===== config.mk =====
export PLATFORM = sky130hd
export DESIGN_NAME = rd_arbiter
export DESIGN_NICKNAME = d
export VERILOG_FILES = /design/src/rtl/rd_arbiter.sv
export SDC_FILE = /design/constraint.sdc
export NUM_CORES = 1
export LEC_CHECK = 0
export CELL_PAD_IN_SITES_DETAIL_PLACEMENT = 1
export CELL_PAD_IN_SITES_GLOBAL_PLACEMENT = 2
export CORE_MARGIN = 8
export CORE_UTILIZATION = 28
export CTS_CLUSTER_DIAMETER = 50
export CTS_CLUSTER_SIZE = 14
export DETAILED_ROUTE_END_ITERATION = 10
export PLACE_DENSITY = 0.74
export RECOVER_POWER = 25
export SLEW_MARGIN = 0
export SYNTH_ARGS = -nofsm -noshare
export SYNTH_HDL_FRONTEND = slang
export SYNTH_SLANG_ARGS = --single-unit

===== constraint.sdc =====
create_clock -name clk -period 1.8 [get_ports clk]
set_clock_uncertainty 0.15 [all_clocks]
set_input_delay 0.36 -clock clk [delete_from_list [all_inputs] [get_ports clk]]
set_output_delay 0.36 -clock clk [all_outputs]
set_load 0.005 [all_outputs]

===== src/rtl/rd_arbiter.sv =====
// Round-robin arbiter for a shared memory read port.
// Grants one requester per transaction, with wait-state retry and abort.
module rd_arbiter #(
  parameter int N        = 4,
  parameter int MAX_WAIT = 15
) (
  input  logic         clk,
  input  logic         rst,
  input  logic [N-1:0] req,
  input  logic         ws,
  output logic [N-1:0] gnt,
  output logic         rd,
  output logic         ds,
  output logic [N-1:0] done,
  output logic         err,
  output logic         busy
);

  localparam int PW = (N > 1) ? $clog2(N) : 1;
  localparam int WW = $clog2(MAX_WAIT + 1);

  typedef enum logic [2:0] {
    IDLE,
    S1,
    S2,
    DONE,
    ERR
  } state_t;

  state_t        state;
  logic [PW-1:0] ptr;
  logic [PW-1:0] win;
  logic [PW-1:0] pick;
  logic          found;
  logic [WW-1:0] wait_cnt;
  logic [PW:0]   idx;

  // First set request searching cyclically upward from ptr.
  always_comb begin
    pick  = '0;
    found = 1'b0;
    idx   = '0;
    for (int i = 0; i < N; i++) begin
      idx = {1'b0, ptr} + (PW+1)'(i);
      if (idx >= (PW+1)'(N)) idx = idx - (PW+1)'(N);
      if (!found && req[idx[PW-1:0]]) begin
        found = 1'b1;
        pick  = idx[PW-1:0];
      end
    end
  end

  // Transaction sequencer: grant, strobe, retry on wait, release.
  always_ff @(posedge clk) begin
    if (rst) begin
      state    <= IDLE;
      gnt      <= '0;
      ptr      <= '0;
      win      <= '0;
      wait_cnt <= '0;
    end else begin
      unique case (state)
        IDLE: begin
          gnt <= '0;
          if (found) begin
            state    <= S1;
            gnt      <= N'(1) << pick;
            win      <= pick;
            wait_cnt <= '0;
          end
        end
        S1: state <= S2;
        S2: begin
          if (!ws) begin
            state <= DONE;
          end else if (wait_cnt < WW'(MAX_WAIT)) begin
            state    <= S1;
            wait_cnt <= wait_cnt + WW'(1);
          end else begin
            state <= ERR;
          end
        end
        DONE, ERR: begin
          state <= IDLE;
          gnt   <= '0;
          ptr   <= (win == PW'(N - 1)) ? '0 : win + PW'(1);
        end
        default: begin
          state <= IDLE;
          gnt   <= '0;
        end
      endcase
    end
  end

  assign rd   = (state == S1) || (state == S2);
  assign ds   = (state == DONE);
  assign err  = (state == ERR);
  assign done = (state == DONE) ? gnt : '0;
  assign busy = (state != IDLE);

endmodule


==> flow_summary.yaml, run 1 <==
clock_network:
  cts.sinks: 15
  h-tree-depth: 1
  ctsHoldBuffers: 0
  cts_buffers: 3
  cts_tree: "yes"
  cts_root_buf: "clkbuf_4"
  clk_pin_slew_worst_paths_ps: 90
  clock_latency_ps: 280
  clockBufferDepth: 2
worst_setup_path:
  worstSetupPathType: "reg2out"
  start_kind: "register"
  worst-path-max-fanout: 5
  worstPathRequired_ps: 1290
  cp.arrival_ps: 1270
  worstSetupEndpointType: "output port"
power:
  combPwrFrac_pct: 26.6
  swShare_pct: 28.8
  power_mw: 0.756
  p_leak_nw: 0.572
  clockPowerShare_pct: 25.5
  pwr-share-seq_pct: 47.9
  peakVddDrop_v: 0.000252
  powerDensity_nw_per_um2: 582
  intPower_mw: 0.538
  p_sw_mw: 0.218
timing:
  hold_viol: 0
  fmax_ghz: 0.562
  slew_violations: 0
  rsz0062_at_grt: "yes"
  setup_viol: 0
  worstMarginPinSlew_ps: 314
  period_needed_ps: 1780
  max_slew_margin_pct: 79.0
  fin_tns_setup_ps: 0
  period_share_pct: 98.9
final_layout:
  syn_to_final_growth_pct: 54.2
  drive_gt1_share_pct: 37.0
  regArea_um2: 309
  n_fill_cell: 359
  num_antenna_cells: 0
  layout.nets: 148
  multiInputGateArea_um2: 548
synthesis:
  synth_ff_type: "dfxtp_1"
  netlist_instances: 97
  yosysMostFrequentCell: "dfxtp_1"
  synth_top_cells_by_count: "15 x dfxtp_1, 7 x a21oi_1, 7 x nand2_1"
  seq_area_frac_synth_pct: 35.6
  synth_edf_count: 0
  ys_ff_latch: 15
  synth_area_per_cell_um2: 8.69
  async_flop_share_pct: 0
  synth_cell_type_count: 43
  yosysTopAreaCellShare_pct: 35.6
  synth_area_leaders: "dfxtp_1 36%, a21oi_1 4.2%, nand2_1 3.1%, and2_1 3.0%, ha_1 3.0%"
  synth.cell_area_um2: 843
  syn_nets: 106
  synth_top_area_cell: "dfxtp_1"
  yosysWarnings: 0
route:
  drt-pass1-iter-count: 4
  wl_per_cell_um: 15.6
  wirelength_um: 2670
  drtIter0Drc: 13
  drc_errors: 0
  via_count: 866
  viasPerCell: 5.06
  postRouteAntennaNets: 0
die:
  core_um2: 2950
  dieHeight_um: 70.9
  die_x_um: 70.9
  row_count: 20
  initial_core_util_pct: 28.6
  io_pins: 19
  die-area_um2: 5020
outcome:
  status: "finished clean"
global_route:
  antenna_found_initial: 0
  grt_start_max_net_pins: 9
  grt_pass1_wl_um: 4310
  grt_usage_pct: 10.6
  grt_pass1_vias: 940
  grt_overflow: 0
min_path:
  hp-class: "reg2reg"
run:
  cap_violations: 0
placed_design:
  gp_congestion: 0.731
  port_buffers: 18
  dp_hpwl_um: 2110
==> cells by family (layout without fill, tap and decap cells) <==
| family | after synthesis | count (layout) | share of synthesized area (%) |
|---|---|---|---|
| adder cells (fa/ha/maj) | 2 | 2 | 2.97 |
| AO/OA/AOI/OAI | 28 | 28 | 25.1 |
| flip-flops | 15 | 15 | 35.6 |
| buffers and inverters | 10 | 51 | 5.04 |
| XOR/XNOR | 1 | 1 | 1.04 |
| multiplexers | 1 | 1 | 1.19 |
| AND/OR/NAND/NOR | 40 | 40 | 29.1 |
==> sequential cells by signal, summed over array words and instances (netlist names) <==
signal,flops
wait_cnt,4
win,2
gnt,4
ptr,2
state,3
==> critical path: stages, from the launching register on <==
cell	delay, ps
dfxtp_4	370
and3b_2	240
buf_6	120
and2_4	150
buf_6	110
==> cell usage in the layout, fill, tap and decap left out, types with 2 or more instances in the layout <==
cell type         n
a21oi_2           4
a211oi_1          3
a21oi_1           4
dfxtp_1          12
ha_1              2
nand2b_1          4
a32o_1            2
or3_1             3
clkbuf_2          3
clkbuf_4          3
nand3_1           3
inv_1             6
buf_6             4
o21ai_1           2
buf_4            20
nor3_1            2
nor2_1            5
o41ai_2           2
dfxtp_4           2
and2_1            3
clkdlybuf4s15_1   2
dlymetal6s2s_1    4
nand2_1           7
clkdlybuf4s50_1   5
==> worst paths after layout <==
kind	from	to	slack (ps)	depth (start not counted)
setup / recovery	state[2]	done[2]	20	4
hold / removal	win[1]	win[1]	320	2
setup reg to reg	state[2]	wait_cnt[2]	80	7
hold reg to reg	win[1]	win[1]	320	2
==> repair_timing <==
item | in CTS | in global routing
setup buffers | 2 | 1
pin swaps | 2 | 6
gates resized for setup | 25 | 20
endpoints found under the setup margin | 10 | 13
==> metal layers <==
| metal | up-vias | GRT usage (%) | wire (µm) | share of wire, % |
|---|---|---|---|---|
| met4 | 0 | 3.46 | 7 | 0.26 |
| met5 | - | 0 | 0 | 0 |
| met3 | 2 | 2.40 | 63 | 2.4 |
| met2 | 7 | 18.7 | 1360 | 51 |
| li1 | 440 | - | - | - |
| met1 | 417 | 12.1 | 1240 | 46 |
==> area by class of cell <==
class	instances	share of cell area [%]
inverter	7	2.02
timing repair buffer	40	26.9
multi-input combinational	72	42.2
tap	33	3.18
clock buffer	4	2.02
sequential	15	23.8
==> metrics by stage <==
step / worst slack, ps / util [%] / area, µm² / std cells / hold slack, ps
floorplan: 194 / - / 843 / 97 / 286
global placement: -281 / 40.3 / 1190 / 164 / 301
detailed placement: -332 / 40.3 / 1190 / 164 / 311
CTS: -110 / 42.3 / 1250 / 170 / 324
global route: -40.7 / 44.0 / 1300 / 171 / 346
finish: 19.9 / 44.0 / 1300 / 171 / 323
==> power by group through the flow <==
stage	sequential, mW	clock (mW)	combinational, mW
2_1_floorplan	0.371	0	0.0838
3_3_place_gp	0.370	0	0.183
3_5_place_dp	0.371	0	0.191
4_1_cts	0.363	0.206	0.194
5_1_grt	0.365	0.217	0.217
6_report	0.362	0.193	0.201
Power figures use the tool's default switching activity.
==> run 2: changes to the inputs <==
--- a/config.mk
+++ b/config.mk
@@ -13,7 +13,6 @@
 export CTS_CLUSTER_SIZE = 14
 export DETAILED_ROUTE_END_ITERATION = 10
 export PLACE_DENSITY = 0.74
-export RECOVER_POWER = 25
 export SLEW_MARGIN = 0
 export SYNTH_ARGS = -nofsm -noshare
 export SYNTH_HDL_FRONTEND = slang
==> flow_summary.yaml, run 2 (synthesized netlist as in run 1, its figures left out) <==
worst_setup_path:
  path_cells: "and3b_2 -> buf_6 -> and2_4 -> buf_6"
  rr_worst_depth: 7
  worstSetupPathType: "reg2out"
  worstReg2RegStart: "state[2]"
  slowest_delay_ps: 370
  worstPathRequired_ps: 1290
  cp.depth: 4
  worst-path-max-fanout: 5
  worstSetupEndpointType: "output port"
  rrSetupSlack_ps: 80
  r2r_end: "wait_cnt[2]"
  slowest_stage: "dfxtp_4"
  crit_top_cell: "buf_6"
  cp_top_family: "simple AND/OR/NAND/NOR gates"
  cp.arrival_ps: 1270
  worst-path-buf-inv: 2
  start_kind: "register"
min_path:
  worstHoldPathCells: 2
  hp-start: "win[1]"
  hp-class: "reg2reg"
  hold_path_end: "win[1]"
outcome:
  status: "finished clean"
route:
  wl_per_cell_um: 15.6
  wirelength_um: 2670
  drc_errors: 0
  drtIter0Drc: 13
  drt-pass1-iter-count: 4
  postRouteAntennaNets: 0
  via_count: 866
  viasPerCell: 5.06
timing:
  setup_viol: 0
  fin_tns_setup_ps: 0
  setup_ws_ps: 19.9
  rsz0062_at_grt: "yes"
  slew_violations: 0
  fmax_ghz: 0.562
  period_needed_ps: 1780
  period_share_pct: 98.9
  max_slew_margin_pct: 79.3
  worstMarginPinSlew_ps: 309
  hold_viol: 0
global_route:
  grt_overflow: 0
  met2_usage_pct: 18.7
  grt_use_met1_pct: 12.1
  grt_pass1_wl_um: 4310
  grt_pass1_vias: 940
  grt_start_max_net_pins: 9
  busiest_layer: "met2"
  antenna_found_initial: 0
  met3_usage_pct: 2.40
  grt_usage_pct: 10.6
final_layout:
  drive_gt1_share_pct: 37.0
  layout.nets: 148
  reg_top3: "gnt x4, wait_cnt x4, state x3"
  multiInputGateArea_um2: 548
  n_fill_cell: 359
  layout_commonest_cell: "buf_4"
  stdcell_count: 171
  num_antenna_cells: 0
  syn_to_final_growth_pct: 54.2
  regArea_um2: 309
  fin_area_um2: 1300
  final_cell_mix: "20 x buf_4, 12 x dfxtp_1, 7 x nand2_1"
placed_design:
  place_inst: 164
  gp_congestion: 0.731
  dp_hpwl_um: 2110
  place_ws_ps: -332
  port_buffers: 18
  dpl_cell_area_um2: 1190
clock_network:
  clock_latency_ps: 280
  cts.sinks: 15
  clockBufferDepth: 2
  h-tree-depth: 1
  ctsHoldBuffers: 0
  cts_root_buf: "clkbuf_4"
  clk_pin_slew_worst_paths_ps: 90
  cts_tree: "yes"
  cts_buffers: 3
die:
  dieHeight_um: 70.9
  initial_core_util_pct: 28.6
  die_x_um: 70.9
  die-area_um2: 5020
  row_count: 20
  io_pins: 19
  core_um2: 2950
power:
  p_leak_nw: 0.571
  powerDensity_nw_per_um2: 582
  peakVddDrop_v: 0.000252
run:
  cap_violations: 0
==> run 2: changes by cell type in the layout (fill, tap and decap cells not counted) <==
cell,delta
dlygate4sd3_1,-1
clkdlybuf4s50_1,+1
==> run 2: worst min-delay path: stages, from the launching register on <==
cell	delay [ps]
dfxtp_1	330
nand2_1	50
a21oi_1	50
==> run 2: worst max path at each step <==
stage / slack [ps] / startpoint / to
CTS: -110 / state[2] / done[2]
global placement: -280 / req[2] / wait_cnt[0]
floorplan: 190 / req[2] / gnt[1]
finish: 20 / state[2] / done[2]
global route: -40 / state[2] / done[2]
detailed placement: -330 / req[1] / gnt[2]
==> run 2: power breakdown <==
group | leakage [nW] | total [mW] | switching, mW | internal [mW]
sequential | 0.124 | 0.362 | 0.0157 | 0.347
combinational | 0.432 | 0.201 | 0.0950 | 0.106
clock | 0.0150 | 0.193 | 0.107 | 0.0859
==> run 2: metrics by stage <==
| stage | utilization, % | hold WS (ps) | total power [mW] |
|---|---|---|---|
| after floorplan | - | 286 | 0.455 |
| after global placement | 40.3 | 301 | 0.553 |
| after detailed placement | 40.3 | 311 | 0.562 |
| after CTS | 42.3 | 324 | 0.762 |
| after global routing | 44.0 | 346 | 0.799 |
| final | 44.0 | 323 | 0.757 |
==> run 2: what timing repair did <==
| item | CTS | global route |
|---|---|---|
| resized for setup | 25 | 20 |
| cloned | 0 | 0 |
| endpoints found under the setup margin | 10 | 13 |
| setup buffers | 2 | 1 |
| pin swaps | 2 | 6 |
==> run 2: cell type report <==
type                            instances  area share (%)
Clock buffer                            4            2.02
Inverter                                7            2.02
Multi-Input combinational cell         72            42.2
Sequential cell                        15            23.8
Tap cell                               33            3.18
Timing Repair Buffer                   40            26.9
==> run 2: metal layers <==
metal | vias to the layer above | wire [µm]
li1 | 440 | -
met1 | 417 | 1240
met2 | 7 | 1360
met3 | 2 | 63
met4 | 0 | 7
met5 | - | 0
